### config.mk
export PLATFORM = sky130hd
export DESIGN_NAME = vblank_update_scheduler
export DESIGN_NICKNAME = d
export VERILOG_FILES = /design/src/rtl/vga_sched_pkg.sv /design/src/rtl/lsb_onehot_pick.sv /design/src/rtl/vblank_update_scheduler.sv
export SDC_FILE = /design/constraint.sdc
export NUM_CORES = 1
export LEC_CHECK = 0
export CELL_PAD_IN_SITES_DETAIL_PLACEMENT = 0
export CELL_PAD_IN_SITES_GLOBAL_PLACEMENT = 1
export CORE_MARGIN = 8
export CORE_UTILIZATION = 40
export CTS_CLUSTER_SIZE = 12
export DETAILED_ROUTE_END_ITERATION = 12
export GPL_ROUTABILITY_DRIVEN = 0
export PLACE_DENSITY_LB_ADDON = 0.08
export SYNTH_ARGS = -nofsm -noshare
export SYNTH_HDL_FRONTEND = slang
export SYNTH_SLANG_ARGS = --single-unit
### constraint.sdc
create_clock -name clk_i -period 3.1 [get_ports clk_i]
set_clock_uncertainty 0.15 [all_clocks]
set_input_delay 0.465 -clock clk_i [delete_from_list [all_inputs] [get_ports clk_i]]
set_output_delay 0.465 -clock clk_i [all_outputs]
set_load 0.02 [all_outputs]
### src/rtl/vga_sched_pkg.sv
// Shared types and screen-derived defaults for the vblank update scheduler.
// Timing is 640x480@60: 800 pixel clocks per line, 525 lines per frame.
package vga_sched_pkg;

  typedef enum logic [1:0] {
    IDLE,
    SCAN,
    GRANT,
    WAIT_END
  } sched_state_t;

  localparam int H_TOTAL   = 800;
  localparam int V_VISIBLE = 480;
  localparam int V_TOTAL   = 525;

  localparam int DEFAULT_V_RES = V_VISIBLE;
  // One grant may use up to 25 lines of the 45-line blanking interval.
  localparam int DEFAULT_TIMEOUT = 25 * H_TOTAL;

endpackage

### src/rtl/lsb_onehot_pick.sv
// Combinational lowest-set-bit picker: one-hot of the lowest set bit of req,
// plus a flag that at least one bit was set.
module lsb_onehot_pick #(
  parameter int N = 4
) (
  input  logic [N-1:0] req,
  output logic [N-1:0] onehot,
  output logic         valid
);

  // seen[i] is high when any bit below i is set.
  logic [N:0] seen;

  assign seen[0] = 1'b0;

  generate
    for (genvar gi = 0; gi < N; gi++) begin : g_pick
      assign onehot[gi]   = req[gi] & ~seen[gi];
      assign seen[gi + 1] = seen[gi] | req[gi];
    end
  endgenerate

  assign valid = seen[N];

endmodule

### src/rtl/vblank_update_scheduler.sv
// Grants exclusive, fixed-priority update windows to game-logic requesters
// during vertical blanking; one frame tick and at most one grant per requester per frame.
module vblank_update_scheduler
  import vga_sched_pkg::*;
#(
  parameter int N_REQ       = 4,
  parameter int Y_W         = 10,
  parameter int V_RES       = DEFAULT_V_RES,
  parameter int TIMEOUT     = DEFAULT_TIMEOUT,
  parameter int FRAME_CNT_W = 16
) (
  input  logic                   clk_i,
  input  logic                   rst_i,
  input  logic [Y_W-1:0]         pixel_y_i,
  input  logic [N_REQ-1:0]       req_i,
  input  logic [N_REQ-1:0]       done_i,
  output logic [N_REQ-1:0]       gnt_o,
  output logic                   frame_tick_o,
  output logic                   busy_o,
  output logic                   timeout_o,
  output logic                   overrun_o,
  output logic [FRAME_CNT_W-1:0] frame_cnt_o
);

  localparam int             TO_W    = $clog2(TIMEOUT);
  localparam logic [TO_W-1:0] TO_LAST = TO_W'(TIMEOUT - 1);

  sched_state_t           state_reg, state_next;
  logic [N_REQ-1:0]       pending_reg, pending_next;
  logic [N_REQ-1:0]       sel_reg, sel_next;
  logic [TO_W-1:0]        to_cnt_reg, to_cnt_next;
  logic [FRAME_CNT_W-1:0] frame_cnt_reg, frame_cnt_next;
  logic                   vblank_reg;
  logic                   tick_reg, tick_next;
  logic                   timeout_reg, timeout_next;
  logic                   overrun_reg, overrun_next;

  logic                   vblank;
  logic                   vblank_rise;
  logic                   vblank_fall;
  logic                   done_hit;
  logic                   to_hit;
  logic [N_REQ-1:0]       pick_onehot;
  logic                   pick_valid;

  assign vblank      = (pixel_y_i >= Y_W'(V_RES));
  assign vblank_rise = vblank & ~vblank_reg;
  assign vblank_fall = ~vblank & vblank_reg;
  assign done_hit    = (state_reg == GRANT) && |(done_i & sel_reg);
  assign to_hit      = (to_cnt_reg == TO_LAST);

  lsb_onehot_pick #(
    .N(N_REQ)
  ) u_pick (
    .req   (pending_reg),
    .onehot(pick_onehot),
    .valid (pick_valid)
  );

  always_comb begin
    state_next     = state_reg;
    pending_next   = pending_reg;
    sel_next       = sel_reg;
    to_cnt_next    = to_cnt_reg;
    frame_cnt_next = frame_cnt_reg;
    tick_next      = 1'b0;
    timeout_next   = 1'b0;
    overrun_next   = 1'b0;

    case (state_reg)
      IDLE: begin
        // The tick cycle holds the freshly latched mask; scanning starts after it.
        if (tick_reg) begin
          if (vblank_fall) begin
            pending_next = '0;
          end else begin
            state_next = SCAN;
          end
        end else if (vblank_rise) begin
          tick_next      = 1'b1;
          frame_cnt_next = frame_cnt_reg + FRAME_CNT_W'(1);
          pending_next   = req_i;
        end
      end

      SCAN: begin
        if (vblank_fall) begin
          overrun_next = |pending_reg;
          pending_next = '0;
          state_next   = IDLE;
        end else if (pick_valid) begin
          sel_next    = pick_onehot;
          to_cnt_next = '0;
          state_next  = GRANT;
        end else begin
          state_next = WAIT_END;
        end
      end

      GRANT: begin
        if (vblank_fall) begin
          // A grant finishing on the very last blanking cycle is not outstanding.
          overrun_next = done_hit ? |(pending_reg & ~sel_reg) : |pending_reg;
          pending_next = '0;
          state_next   = IDLE;
        end else if (done_hit) begin
          pending_next = pending_reg & ~sel_reg;
          state_next   = SCAN;
        end else if (to_hit) begin
          timeout_next = 1'b1;
          pending_next = pending_reg & ~sel_reg;
          state_next   = SCAN;
        end else begin
          to_cnt_next = to_cnt_reg + TO_W'(1);
        end
      end

      WAIT_END: begin
        if (vblank_fall) begin
          state_next = IDLE;
        end
      end

      default: state_next = IDLE;
    endcase
  end

  always_ff @(posedge clk_i or posedge rst_i) begin
    if (rst_i) begin
      state_reg     <= IDLE;
      pending_reg   <= '0;
      sel_reg       <= '0;
      to_cnt_reg    <= '0;
      frame_cnt_reg <= '0;
      vblank_reg    <= 1'b1;
      tick_reg      <= 1'b0;
      timeout_reg   <= 1'b0;
      overrun_reg   <= 1'b0;
    end else begin
      state_reg     <= state_next;
      pending_reg   <= pending_next;
      sel_reg       <= sel_next;
      to_cnt_reg    <= to_cnt_next;
      frame_cnt_reg <= frame_cnt_next;
      vblank_reg    <= vblank;
      tick_reg      <= tick_next;
      timeout_reg   <= timeout_next;
      overrun_reg   <= overrun_next;
    end
  end

  assign gnt_o        = (state_reg == GRANT) ? sel_reg : '0;
  assign busy_o       = (state_reg == SCAN) || (state_reg == GRANT);
  assign frame_tick_o = tick_reg;
  assign timeout_o    = timeout_reg;
  assign overrun_o    = overrun_reg;
  assign frame_cnt_o  = frame_cnt_reg;

endmodule

==> results.yml <==
global_routing:
  antenna_found_initial: 0
  gr-usage-all-layers_pct: 13.26
  grt_pass1_wl_um: 9397
  grt_max_degree: 28
  grt-ovfl-total: 0
  grt_pass1_vias: 2033
synth:
  synthAdderAreaFrac_pct: 3.704
  synth_compound_area_share_pct: 13.28
  yosys_warnings: 0
  synth-seq-cells: 45
  synthXorXnorAreaFrac_pct: 6.296
  seq_area_frac_synth_pct: 47.67
  async_flop_share_pct: 100.0
  synth_top_family_by_area: "simple AND/OR/NAND/NOR gates"
  synth_common_cells: "dfrtp_1, nand2_1, nand3_1"
  synth_top_area_cell: "dfrtp_1"
  synth_area_per_cell_um2: 9.894
  synthSimpleGateAreaFrac_pct: 24.29
  yosysMostFrequentCell: "dfrtp_1"
  synthCells: 239
  syn_area_um2: 2365
  synthTopCellsByArea: "dfrtp_1, nand2_1, xnor2_1"
  synth_top_area_share_pct: 46.56
  muxShareOfSynthArea_pct: 3.122
  yosysUniqueCellTypes: 46
  ys.flop_type: "dfrtp_1"
  syn-num-nets: 266
  synth-edff-count: 0
drt:
  detail-route-antenna-nets: 0
  drt_first_pass_iters: 6
  wirelength_um: 5442
  drc: 0
  routed_via_density: 5.287
  vias: 1935
  drtIter0Drc: 77
  routedWlPerCell_um: 14.87
floorplanning:
  die_y_um: 92.89
  coreArea_um2: 5816
  die_w_um: 92.89
  die_area_um2: 8629
  start_util_pct: 40.66
  rows: 28
  io_pins: 44
timing:
  rsz0062_at_grt: "false"
  setup_tns_ns: 0
  fin_crit_ns: 2.570
  finalHoldViolations: 0
  setup_violations: 0
  worst_pin_slew_ns: 0.7228
  achievable-frequency_ghz: 0.3891
  fin_crit_sh_pct: 82.91
  slew_viol_final: 0
  slew_headroom_pct: 51.52
setup_path:
  crit_arrival_ns: 1.96
  worst_setup_path_end_kind: "output pin"
  start_kind: "flip-flop"
  cp_max_fo: 8
  worst-setup-path-type: "flip-flop to output pin"
  worstPathRequired_ns: 2.48
clock_network:
  post-cts-setup-buffers: 0
  tritoncts: "built"
  cts.sinks: 45
  cts_buffer_depth: 2
  cts_root_buffer: "clkbuf_8"
  clk_latency_ns: 0.29
  cts-resized-gates: 0
  htreeDepth: 2
  cts_buffers: 5
  clkTransAtPathRegs_ns: 0.08
  cts_hold_buf: 0
placement:
  post_dp_cell_area_um2: 2899
  hpwl_um: 4103
  numPortBuffers: 38
power_and_ir_drop:
  power.leakage_nw: 1.286
  powerDensity_nw_per_um2: 734.7
  irDropWorstVdd_uv: 478.4
  power_mw: 2.215
final_layout:
  syn_to_final_growth_pct: 27.51
  layout-drive-gt1-share_pct: 8.591
  nets: 317
  n_antenna_cell: 0
  num-fill-cells: 584
  final_area_um2: 3015
  largest_reg_flops: 16
job:
  cap_violations: 0
run_status:
  status: "finished clean"
worst_hold_path:
  hp-class: "flip-flop to flip-flop"
metal layers:
metal  wire length [um]  vias to the layer above  GRT usage [%]
li1                   -                      970              -
met5                  0                        -              0
met4                 32                        0          3.758
met1               2661                      927          16.90
met2               2531                       36          21.48
met3                215                        2          3.560
cell families (layout without fill, tap and decap cells):
group / Yosys count / count (layout)
and+or+nand+nor: 111 / 111
DFF: 45 / 45
AOI/OAI and AO/OA: 42 / 42
xor gates and xnor gates: 17 / 17
buffers and inverters: 10 / 62
adders and majority gates: 7 / 7
muxes: 7 / 7
final timing paths:
kind / startpoint / end / slack [ns] / depth (start not counted)
worst min-delay path: frame_cnt_o[15]$_DFFE_PP0P_ / frame_cnt_o[15]$_DFFE_PP0P_ / 0.32 / 1
worst max-delay path: state_reg[0]$_DFFE_PP0P_ / gnt_o[0] / 0.53 / 4
min in group asynchronous: rst_i / to_cnt_reg[8]$_DFFE_PP0P_ / 0.35 / 2
max in group asynchronous: rst_i / vblank_reg$_DFF_PP1_ / 1.85 / 3
worst max register to register: to_cnt_reg[0]$_DFFE_PP0P_ / state_reg[1]$_DFFE_PP0P_ / 0.62 / 5
worst min register to register: frame_cnt_o[15]$_DFFE_PP0P_ / frame_cnt_o[15]$_DFFE_PP0P_ / 0.32 / 1
cell usage in the layout (no fill, tap or decap), types with 5 or more instances in the layout:
| cell | instances |
|---|---|
| xor2_1 | 5 |
| dfrtp_1 | 44 |
| clkbuf_8 | 6 |
| nand3_1 | 15 |
| nor2_1 | 12 |
| a21oi_1 | 11 |
| inv_1 | 7 |
| ha_1 | 7 |
| nand2_1 | 36 |
| nand4_1 | 10 |
| or3_1 | 7 |
| o21ai_0 | 9 |
| xnor2_1 | 12 |
| clkdlybuf4s50_1 | 38 |
| buf_4 | 6 |
cell type report:
type	instances	area, um2	area share (%)
clock inverter	1	30.03	0.9959
timing repair buffer	45	445.4	14.77
multi-input combinational	184	1199	39.75
tap	75	93.84	3.112
clock buffer	7	86.33	2.863
inverter	9	33.78	1.120
sequential	45	1127	37.39
worst max-delay path: stages (launching register included):
cell and delay (ns):
dfrtp_1 0.40, inv_1 0.13, ha_1 0.35, and2_1 0.18, clkdlybuf4s50_1 0.60
per-stage QoR:
stage	setup slack, ns	std cells	util, %	hold WS [ns]
after detailed placement	0.4164	358	49.85	0.3162
after floorplan	0.8262	239	-	0.3102
after global placement	0.4252	358	49.85	0.3148
after CTS	0.4921	366	51.85	0.3347
final	0.5297	366	51.85	0.3249
after global routing	0.3789	366	51.85	0.3477
where the power goes:
part / internal, mW / leakage [nW] / total [mW] / switching [mW]
logic: 0.416 / 0.628 / 0.935 / 0.519
clock network: 0.263 / 0.0585 / 0.456 / 0.193
registers: 0.694 / 0.599 / 0.824 / 0.130
(Power assumes the default switching activity.)
